$ cat src/rtl/pwm_capture_pkg.sv
// Shared definitions for the pwm_capture block: register group codes and the
// per-channel measurement FSM encoding.
package pwm_capture_pkg;

   localparam logic [3:0] PWMCAP_PERIOD = 4'h0;
   localparam logic [3:0] PWMCAP_HIGH   = 4'h1;
   localparam logic [3:0] PWMCAP_CTRL   = 4'h2;
   localparam logic [3:0] PWMCAP_STATUS = 4'h3;

   typedef enum logic [1:0] {
      IDLE = 2'd0,
      ARM  = 2'd1,
      MEAS = 2'd2
   } pwmcap_state_e;

endpackage

$ cat src/rtl/pwm_capture_chan.sv
// One capture channel: input synchronizer, optional glitch filter
// (PWM_CAPTURE_FILTER_EN), measurement FSM, saturating counters, capture regs.
//
// state | meaning
// IDLE  | channel disabled, counters held at 0
// ARM   | enabled, waiting for the first rising edge
// MEAS  | counting between rising edges, capturing on each rise
module pwm_capture_chan
   import pwm_capture_pkg::*;
#(
   parameter int CNT_W = 32
) (
   input  logic             clk_i,
   input  logic             rst_i,
   input  logic             i_cap,
   input  logic             i_en,
   output logic [CNT_W-1:0] o_period,
   output logic [CNT_W-1:0] o_high,
   output logic             o_cap_stb,
   output logic             o_ovf_stb
);

   localparam logic [CNT_W-1:0] CNT_MAX    = '1;
   localparam logic [CNT_W-1:0] CNT_MAX_M1 = CNT_MAX - {{(CNT_W-1){1'b0}}, 1'b1};

   logic             r_sync1;
   logic             r_sync2;
   logic             r_prev;
   logic             w_level;
   logic             w_rise;
   logic             w_meas;
   pwmcap_state_e    r_state;
   logic [CNT_W-1:0] r_pcnt;
   logic [CNT_W-1:0] r_hcnt;

   always_ff @(posedge clk_i or posedge rst_i) begin
      if (rst_i) begin
         r_sync1 <= 1'b0;
         r_sync2 <= 1'b0;
         r_prev  <= 1'b0;
      end else begin
         r_sync1 <= i_cap;
         r_sync2 <= r_sync1;
         r_prev  <= w_level;
      end
   end

`ifdef PWM_CAPTURE_FILTER_EN
   logic r_h0;
   logic r_h1;
   logic r_filt;
   logic w_stable;

   // Level follows the input only once three consecutive samples agree.
   assign w_stable = (r_sync2 == r_h0) && (r_h0 == r_h1);
   assign w_level  = w_stable ? r_sync2 : r_filt;

   always_ff @(posedge clk_i or posedge rst_i) begin
      if (rst_i) begin
         r_h0   <= 1'b0;
         r_h1   <= 1'b0;
         r_filt <= 1'b0;
      end else begin
         r_h0   <= r_sync2;
         r_h1   <= r_h0;
         r_filt <= w_level;
      end
   end
`else
   assign w_level = r_sync2;
`endif

   assign w_rise = w_level & ~r_prev;
   assign w_meas = i_en && (r_state == MEAS);

   // Strobes are decoded in the capture cycle so STATUS sets line up with the
   // capture registers and can be compared against a same-cycle W1C write.
   assign o_cap_stb = w_meas & w_rise;
   assign o_ovf_stb = w_meas & ~w_rise &
                      ((r_pcnt == CNT_MAX_M1) || (w_level && (r_hcnt == CNT_MAX_M1)));

   always_ff @(posedge clk_i or posedge rst_i) begin
      if (rst_i) begin
         r_state  <= IDLE;
         r_pcnt   <= '0;
         r_hcnt   <= '0;
         o_period <= '0;
         o_high   <= '0;
      end else if (!i_en) begin
         r_state <= IDLE;
         r_pcnt  <= '0;
         r_hcnt  <= '0;
      end else begin
         case (r_state)
            IDLE: r_state <= ARM;
            ARM: begin
               if (w_rise) begin
                  r_state <= MEAS;
                  r_pcnt  <= {{(CNT_W-1){1'b0}}, 1'b1};
                  r_hcnt  <= {{(CNT_W-1){1'b0}}, 1'b1};
               end
            end
            MEAS: begin
               if (w_rise) begin
                  o_period <= r_pcnt;
                  o_high   <= r_hcnt;
                  r_pcnt   <= {{(CNT_W-1){1'b0}}, 1'b1};
                  r_hcnt   <= {{(CNT_W-1){1'b0}}, 1'b1};
               end else begin
                  if (r_pcnt != CNT_MAX) r_pcnt <= r_pcnt + 1'b1;
                  if (w_level && (r_hcnt != CNT_MAX)) r_hcnt <= r_hcnt + 1'b1;
               end
            end
            default: r_state <= IDLE;
         endcase
      end
   end

endmodule

$ cat src/rtl/pwm_capture.sv
// PWM input-capture unit: register decode, CTRL/STATUS, read mux and irq.
// Build option PWM_CAPTURE_FILTER_EN adds a 3-sample glitch filter per channel.
module pwm_capture
   import pwm_capture_pkg::*;
#(
   parameter int channel = 4,
   parameter int CNT_W   = 32
) (
   input  logic               clk_i,
   input  logic               rst_i,
   input  logic [31:0]        data_i,
   input  logic [31:0]        addr_i,
   input  logic               we_i,
   output logic [31:0]        data_o,
   input  logic [channel-1:0] cap_i,
   output logic               irq_o
);

   logic [7:0]         w_inner;
   logic [3:0]         w_grp;
   logic [3:0]         w_ch;
   logic               w_ch_ok;
   logic               w_wr_ctrl;
   logic               w_wr_stat;
   logic [channel-1:0] w_valid_clr;
   logic [channel-1:0] w_ovf_clr;
   logic [channel-1:0] w_cap_stb;
   logic [channel-1:0] w_ovf_stb;
   logic [CNT_W-1:0]   w_period [channel];
   logic [CNT_W-1:0]   w_high   [channel];
   logic               w_unused;

   logic [channel-1:0] r_en;
   logic [channel-1:0] r_ie;
   logic [channel-1:0] r_valid;
   logic [channel-1:0] r_ovf;

   assign w_inner  = addr_i[23:16];
   assign w_grp    = w_inner[7:4];
   assign w_ch     = w_inner[3:0];
   assign w_ch_ok  = (32'(w_ch) < channel);
   assign w_unused = ^{addr_i[31:24], addr_i[15:0], data_i};

   assign w_wr_ctrl   = we_i && w_ch_ok && (w_grp == PWMCAP_CTRL);
   assign w_wr_stat   = we_i && w_ch_ok && (w_grp == PWMCAP_STATUS);
   assign w_valid_clr = w_wr_stat ? data_i[channel-1:0]  : '0;
   assign w_ovf_clr   = w_wr_stat ? data_i[16 +: channel] : '0;

   generate
      for (genvar g = 0; g < channel; g++) begin : g_chan
         pwm_capture_chan #(
            .CNT_W(CNT_W)
         ) u_chan (
            .clk_i     (clk_i),
            .rst_i     (rst_i),
            .i_cap     (cap_i[g]),
            .i_en      (r_en[g]),
            .o_period  (w_period[g]),
            .o_high    (w_high[g]),
            .o_cap_stb (w_cap_stb[g]),
            .o_ovf_stb (w_ovf_stb[g])
         );
      end
   endgenerate

   // Hardware sets are OR-ed in after the W1C mask, so a same-cycle set wins.
   always_ff @(posedge clk_i or posedge rst_i) begin
      if (rst_i) begin
         r_en    <= '0;
         r_ie    <= '0;
         r_valid <= '0;
         r_ovf   <= '0;
      end else begin
         if (w_wr_ctrl) begin
            r_en <= data_i[channel-1:0];
            r_ie <= data_i[16 +: channel];
         end
         r_valid <= (r_valid & ~w_valid_clr) | w_cap_stb;
         r_ovf   <= (r_ovf   & ~w_ovf_clr)   | w_ovf_stb;
      end
   end

   assign irq_o = |(r_valid & r_ie);

   always_comb begin
      data_o = '0;
      if (w_ch_ok) begin
         case (w_grp)
            PWMCAP_PERIOD: begin
               for (int k = 0; k < channel; k++) begin
                  if (32'(w_ch) == k) data_o = 32'(w_period[k]);
               end
            end
            PWMCAP_HIGH: begin
               for (int k = 0; k < channel; k++) begin
                  if (32'(w_ch) == k) data_o = 32'(w_high[k]);
               end
            end
            PWMCAP_CTRL: begin
               data_o[channel-1:0]  = r_en;
               data_o[16 +: channel] = r_ie;
            end
            PWMCAP_STATUS: begin
               data_o[channel-1:0]  = r_valid;
               data_o[16 +: channel] = r_ovf;
            end
            default: data_o = '0;
         endcase
      end
   end

endmodule

$ cat config.mk
export PLATFORM = sky130hd
export DESIGN_NAME = pwm_capture
export DESIGN_NICKNAME = d
export VERILOG_FILES = /design/src/rtl/pwm_capture_pkg.sv /design/src/rtl/pwm_capture_chan.sv /design/src/rtl/pwm_capture.sv
export SDC_FILE = /design/constraint.sdc
export NUM_CORES = 1
export LEC_CHECK = 0
export BUFFER_PORTS_ARGS = -buffer_cell sky130_fd_sc_hd__buf_2
export CORE_MARGIN = 3
export CORE_UTILIZATION = 50
export CTS_CLUSTER_SIZE = 12
export DETAILED_ROUTE_END_ITERATION = 7
export PLACE_DENSITY = 0.75
export SYNTH_ARGS = -nofsm -noshare
export SYNTH_HDL_FRONTEND = slang
export SYNTH_SLANG_ARGS = --single-unit
export TNS_END_PERCENT = 5
$ cat constraint.sdc
create_clock -name clk_i -period 30 [get_ports clk_i]
set_input_delay 1.5 -clock clk_i [delete_from_list [all_inputs] [get_ports clk_i]]
set_output_delay 1.5 -clock clk_i [all_outputs]
set_load 0.05 [all_outputs]
==> reports/results.ini, run 1 <==
[timing]
slew-limit-headroom_pct = 22.8
report.final.hold_viol_count = 0
rsz0062_at_grt = no
worst_pin_slew_ns = 1.15
setup_ws_ns = 23.80
period_share_pct = 20.7
max_freq_mhz = 161
report.final.slew_viol_count = 0
fin_tns_setup_ns = 0
timing.final.setup_violations = 0
finalClockSkew_ns = 0.0176
final_period_minus_worst_setup_slack_ns = 6.20

[synthesis]
syn_area_per_cell_um2 = 10.7
synth_cell_types = 87
yosysWarningCount = 0
yosys_most_used_dff = dfrtp_1
post-synth-top-area-fraction_pct = 49.5
postSynthRegisterBits = 548
synth_seq_area_share_pct = 49.5
yosys.area.top_type = dfrtp_1
share_of_synthesized_flip_flops_with_an_asynchronous_set_or_reset_pct = 100
synth_top_area_cells = dfrtp_1 (49%), mux2_2 (15%), nor2_1 (3.7%)
yosys-top-cells-count = dfrtp_1 (548), mux2_2 (380), nor2_1 (270)
synth_area_um2 = 27700
mappedNetlistNets = 2671
synthCells = 2584
synth_edf_count = 0
synth_most_common_cell = dfrtp_1

[worst_setup_path]
max_stage_delay_cell_worst_path = buf_4
timing.critical_path.from_type = primary input
timing.setup.critical_path_class = in2out
worst_r2r_end = g_chan[1].u_chan.r_pcnt[0]
worst_r2r_path_depth = 5
r2r-start = g_chan[1].u_chan.r_pcnt[5]
critical_path_depth = 8
r2r_setup_slack_ns = 26.78
worstPathMaxFanout = 71
critPathMaxStageDelay_ns = 0.76
cp-startpoint = addr_i[16]
cell_with_the_most_instances_on_the_worst_path = buf_4
timing.critical_path.max_delay_family = buffers and inverters
critical_path.endpoint = data_o[16]
critical_path.cell_chain = buf_4, buf_4, mux2_2, o22ai_1, o21a_1, o22a_1, nor2_1, buf_2
required_ns = 28.50
crit_path_end_kind = output port
cp.arrival_ns = 4.70
cp.buffers_inverters = 3

[final_layout]
finish.cell_count_without_fillers = 3374
area_delta_synth_final_pct = 10.1
antenna_cells_inserted = 0
final_core_density_pct = 56.2
final_nets = 2678
final.fill_count = 4529
drive_gt1_share_pct = 22.5

[global_routing]
first_global_vias = 20500
grt_first_pass_wirelength_mm = 118
track_usage_pct = 26.0
grt_antenna_before_repair = 2
grt_start_max_net_pins = 175
grt-ovfl-total = 0

[clock_network]
cts_setup_buffers = 0
cts-buffers-inserted = 58
clk-insertion-delay-late_ns = 0.63
cts.sink_count = 548
cts_max_path_buffers = 3
holdBufCountCts = 0
clock_tree.htree_level_count = 2
cts_resized = 0
worst_setup_hold_path_clk_slew_ns = 0.06
cts_tree = done
cts-root-buf = clkbuf_16

[worst_hold_path]
hp-class = reg2reg

[route]
detail_route.wl_per_cell_um = 22.2
routed_wl_mm = 74.9
initialDrtViolationCount = 2141
final_antenna_net_count = 0
dr_drc_count = 0
via_count = 20800
via_per_instance_ratio = 6.17
drt_first_pass_iters = 5

[job]
maxCapViolCount = 0

[power_and_ir_drop]
cellLeakagePower_nw = 13.2
power-per-cell-area_nw_per_um2 = 53.1
power.sequential.fraction_pct = 47.7
power.ir.vdd_worst_mv = 0.0446
internal-power_mw = 1.20
clockPowerShare_pct = 44.2
fin_total_pwr_mw = 1.62
p_switching_uw = 415
swShare_pct = 25.6
power_frac_comb_pct = 8.1

[placement]
dpl.cell_count = 3270
io_buffers = 55
dpl_worst_slack_ns = 23.87
gp_congestion = 0.927
placed_wire_length_estimate_mm = 52.5

[floorplanning]
floorplan.initialDensity_pct = 51.0
placementRows = 85
core_area_um2 = 54300
die_h_um = 241
die_w_um = 241
io_pins = 104
die_area_um2 = 58300

[run_status]
run_status = finished clean

power by group through the flow:
stage | combinational (mW) | sequential (mW) | clock (mW)
after floorplan | 0.0952 | 0.776 | 0
after global routing | 0.142 | 0.775 | 0.756
final | 0.131 | 0.773 | 0.716
after global placement | 0.126 | 0.785 | 0
after CTS | 0.130 | 0.773 | 0.724
after detailed placement | 0.129 | 0.786 | 0
per-layer routing:
metal | track usage (%) | wire, um
met3 | 6.07 | 5830
met1 | 36.2 | 31900
met4 | 10.4 | 3150
met5 | 0 | 27
met2 | 39.6 | 33900
worst reg2reg max path: cells and delay by family, from the launching register on:
| kind | cells | cell delay [ns] |
|---|---|---|
| DFF | 1 | 0.47 |
| AOI/OAI and AO/OA | 1 | 0.21 |
| and+or+nand+nor | 4 | 2.44 |
flip-flops by register name, indices dropped and copies added, names as in the netlist:
name / count
g_chan.u_chan.r_pcnt: 128
r_ie: 4
g_chan.u_chan.r_state: 8
r_valid: 4
g_chan.u_chan.r_sync2: 4
g_chan.u_chan.o_high: 128
g_chan.u_chan.r_sync1: 4
g_chan.u_chan.r_prev: 4
r_ovf: 4
g_chan.u_chan.o_period: 128
r_en: 4
g_chan.u_chan.r_hcnt: 128
placed cells by master (no fill, tap or decap), types with 17 or more instances in the layout:
| master | count |
|---|---|
| buf_2 | 54 |
| nand4_1 | 108 |
| and3_1 | 39 |
| o22ai_1 | 78 |
| nand2_1 | 155 |
| buf_4 | 17 |
| a21oi_1 | 44 |
| o21ai_0 | 45 |
| nor3_1 | 70 |
| mux2_2 | 380 |
| or3_1 | 29 |
| nor4_1 | 39 |
| and2_1 | 20 |
| xor2_1 | 85 |
| clkbuf_16 | 61 |
| xnor2_1 | 103 |
| nor2_1 | 266 |
| and4_1 | 29 |
| dfrtp_1 | 548 |
| nand3_1 | 124 |
| inv_1 | 38 |
cell type report:
type | count | area [um2] | area share, %
clock inverter | 13 | 92.6 | 0.303
timing repair buffer | 72 | 418 | 1.37
multi-input combinational | 1871 | 13400 | 44.0
inverter | 40 | 158 | 0.516
tap | 739 | 925 | 3.03
sequential | 548 | 13700 | 44.9
clock buffer | 91 | 1800 | 5.89
through the flow:
stage          hold slack [ns]  instance area [um2]
4_1_cts                  0.350                30500
6_report                 0.348                30500
5_1_grt                  0.368                30500
2_1_floorplan            0.331                27700
3_3_place_gp             0.334                28600
3_5_place_dp             0.335                28600
kinds of logic (layout without fill, tap and decap cells):
| group | after synthesis | in the layout | synth area share (%) |
|---|---|---|---|
| xor+xnor | 188 | 188 | 5.94 |
| flops | 548 | 548 | 49.5 |
| compound gates | 298 | 298 | 7.23 |
| buf+inv | 165 | 216 | 2.41 |
| mux | 392 | 392 | 15.9 |
| simple gates | 977 | 977 | 18.3 |
| fa+ha+maj | 16 | 16 | 0.722 |
worst min-delay path by stage:
stage | depth (start not counted) | from | end
floorplan | 0 | g_chan[0].u_chan.r_sync1 | g_chan[0].u_chan.r_sync2
global route | 0 | g_chan[3].u_chan.r_sync1 | g_chan[3].u_chan.r_sync2
CTS | 0 | g_chan[1].u_chan.r_sync1 | g_chan[1].u_chan.r_sync2
finish | 0 | g_chan[1].u_chan.r_sync1 | g_chan[1].u_chan.r_sync2
global placement | 0 | g_chan[3].u_chan.r_sync1 | g_chan[3].u_chan.r_sync2
detailed placement | 0 | g_chan[1].u_chan.r_sync1 | g_chan[1].u_chan.r_sync2
(Power assumes the default switching activity.)
==> run 2, diff against run 1 <==
ABC_AREA = 1   (was unset)
PLACE_DENSITY = 0.74   (was 0.75)
clock period = 5.98 ns   (was 30 ns; I/O delays follow)
==> reports/results.ini, run 2 <==
[worst_setup_path]
timing.critical_path.from_type = primary input
timing.setup.critical_path_class = in2out
worst_r2r_path_depth = 7
worst_r2r_end = g_chan[2].u_chan.r_hcnt[3]
critical_path.cell_chain = buf_2, nor2_2, nand2_2, inv_1, a221oi_1, o22ai_1, buf_2
critPathMaxStageDelay_ns = 0.78
cp.arrival_ns = 3.57
r2r-start = r_en[2]
r2r_setup_slack_ns = 2.69
crit_path_end_kind = output port
worstPathMaxFanout = 51
required_ns = 5.68
cell_with_the_most_instances_on_the_worst_path = buf_2
max_stage_delay_cell_worst_path = nand2_2

[route]
detail_route.wl_per_cell_um = 19.2
dr_drc_count = 0
via_count = 30700
via_per_instance_ratio = 5.65
initialDrtViolationCount = 3717
routed_wl_mm = 104
final_antenna_net_count = 0
drt_first_pass_iters = 8

[synthesis]
syn_area_per_cell_um2 = 6.91
post_synth_and_or_nand_nor_area_fraction_pct = 34.3
synthCells = 4573
mappedNetlistNets = 4660
yosys_most_used_dff = dfrtp_1
postSynthRegisterBits = 548
synth-xor-area-share_pct = 0.804
synth_edf_count = 0
adder_and_majority_gate_portion_of_the_synthesized_area_pct = 0.633
yosys.area.top_type = dfrtp_1
yosys-top-cells-count = nand2_1 (1340), nor2_1 (671), dfrtp_1 (548)
synth.mux.area_fraction_pct = 0.0356
synth_cell_types = 47
synth_area_um2 = 31600
synth_top_area_cells = dfrtp_1 (43%), nand2_1 (16%), nor2_1 (8.0%)
synth_compound_gate_area_share_pct = 11.8
synth_seq_area_share_pct = 43.4
post-synth-top-area-fraction_pct = 43.4
yosysWarningCount = 0
share_of_synthesized_flip_flops_with_an_asynchronous_set_or_reset_pct = 100
combinational_family_with_the_most_area_after_synthesis = simple AND/OR/NAND/NOR gates
synth_most_common_cell = nand2_1

[floorplanning]
floorplan.initialDensity_pct = 50.8
placementRows = 91
io_pins = 104
die_h_um = 257
die_w_um = 257
core_area_um2 = 62200
die_area_um2 = 66300

[timing]
worst_pin_slew_ns = 1.19
fin_tns_setup_ns = 0
final_period_minus_worst_setup_slack_ns = 3.87
period_share_pct = 64.7
max_freq_mhz = 258
timing.final.setup_violations = 0
setup_ws_ns = 2.11
report.final.hold_viol_count = 0
report.final.slew_viol_count = 0
rsz0062_at_grt = no
finalClockSkew_ns = 0.0195
slew-limit-headroom_pct = 20.6

[run_status]
run_status = finished clean

[final_layout]
final_nets = 4637
final_core_density_pct = 55.6
drive_gt1_share_pct = 5.83
most-common-layout-cells = nand2_1 (1338), nor2_1 (669), dfrtp_1 (548)
finish.cell_count_without_fillers = 5431
design_area_um2 = 34600
final.fill_count = 6039
mostFrequentLayoutCell = nand2_1
area_delta_synth_final_pct = 9.43

[power_and_ir_drop]
power.sequential.fraction_pct = 45.1
swShare_pct = 24.9
power-per-cell-area_nw_per_um2 = 242
power_frac_comb_pct = 6.3
cellLeakagePower_nw = 14.2
internal-power_mw = 6.29
clockPowerShare_pct = 48.6
p_switching_mw = 2.08
power.ir.vdd_worst_mv = 0.219

[worst_hold_path]
min_path_cells = 3
min_to = r_ie[3]
worstHoldStart = data_i[19]
hp-class = in2reg

[clock_network]
cts_setup_buffers = 0
cts-buffers-inserted = 61
cts_tree = done
worst_setup_hold_path_clk_slew_ns = 0.06
clock_tree.htree_level_count = 2
cts-root-buf = clkbuf_16
clk-insertion-delay-late_ns = 0.65
cts.sink_count = 548
cts_max_path_buffers = 3

[global_routing]
first_global_vias = 28100
grt-ovfl-total = 0
track_usage_pct = 31.3
grt_start_max_net_pins = 143
grt_first_pass_wirelength_mm = 162
grt_antenna_before_repair = 3

[placement]
io_buffers = 55
dpl_worst_slack_ns = 2.39
placed_area_um2 = 32300
dpl.cell_count = 5314
placed_wire_length_estimate_mm = 76.5
gp_congestion = 1.01

[job]
maxCapViolCount = 0

[run 2: cell types whose count changed after synthesis, sizes merged, moves of 41 or more]
cell   previous run  this run
nor4             45         4
inv              40       521
buf              46        98
a21oi            44       102
nand3           127       426
nor3             76        31
nand4           108        58
o21ai            60       412
mux2            381         1
nor2            272       699
nand2           156      1361
xor2             85        25
xnor2           103         4
[run 2: what timing repair did]
item,in CTS,in global routing
hold endpoints to repair,18,0
resized for setup,0,0
hold buffers,10,0
[run 2: worst max-delay path by stage]
| stage | startpoint | end |
|---|---|---|
| after floorplan | rst_i | g_chan[0].u_chan.o_high[0] |
| after global placement | addr_i[19] | data_o[12] |
| after detailed placement | addr_i[19] | data_o[2] |
| after CTS | addr_i[19] | data_o[2] |
| after global routing | addr_i[19] | data_o[12] |
| final | addr_i[19] | data_o[24] |
[run 2: cell families (layout without fill, tap and decap cells)]
kind of cell               count (synthesis)  in the layout
and+or+nand+nor                         2605           2605
buffers and inverters                    702            722
AOI/OAI and AO/OA                        672            672
DFF                                      548            548
xor gates and xnor gates                  29             29
adders and majority gates                 16             16
muxes                                      1              1
other                                      0              1
[run 2: layout make-up]
| class | instances | area [um2] | share of cell area (%) |
|---|---|---|---|
| Antenna cell | 1 | 2.50 | 0.00724 |
| Clock buffer | 82 | 1750 | 5.05 |
| Clock inverter | 24 | 394 | 1.14 |
| Inverter | 524 | 1970 | 5.71 |
| Multi-Input combinational cell | 3323 | 15100 | 43.6 |
| Sequential cell | 548 | 13700 | 39.7 |
| Tap cell | 837 | 1050 | 3.03 |
| Timing Repair Buffer | 92 | 628 | 1.82 |
[run 2: routing by layer]
metal	wire, um	vias up	GRT usage, %
met2	45400	1418	48.2
met3	11500	259	7.83
met4	4730	4	12.0
li1	-	14600	-
met5	26	-	0
met1	42900	14400	42.6
[run 2: per-stage QoR]
stage	power [mW]	hold WS, ns
6_report	8.37	0.0361
5_1_grt	8.60	0.0661
4_1_cts	8.40	0.00431
3_5_place_dp	4.36	0.322
3_3_place_gp	4.35	0.329
2_1_floorplan	4.21	0.330
[run 2: critical path, delay by kind of cell]
family / cells / cell delay [ns]
buf+inv: 3 / 1.09
compound gates: 2 / 0.83
simple gates: 2 / 1.33
[run 2: power by group through the flow]
| stage | registers, mW | clock network, mW | logic (mW) |
|---|---|---|---|
| floorplan | 3.83 | 0 | 0.383 |
| global placement | 3.84 | 0 | 0.512 |
| detailed placement | 3.84 | 0 | 0.516 |
| CTS | 3.77 | 4.11 | 0.522 |
| global route | 3.77 | 4.25 | 0.574 |
| finish | 3.77 | 4.07 | 0.528 |
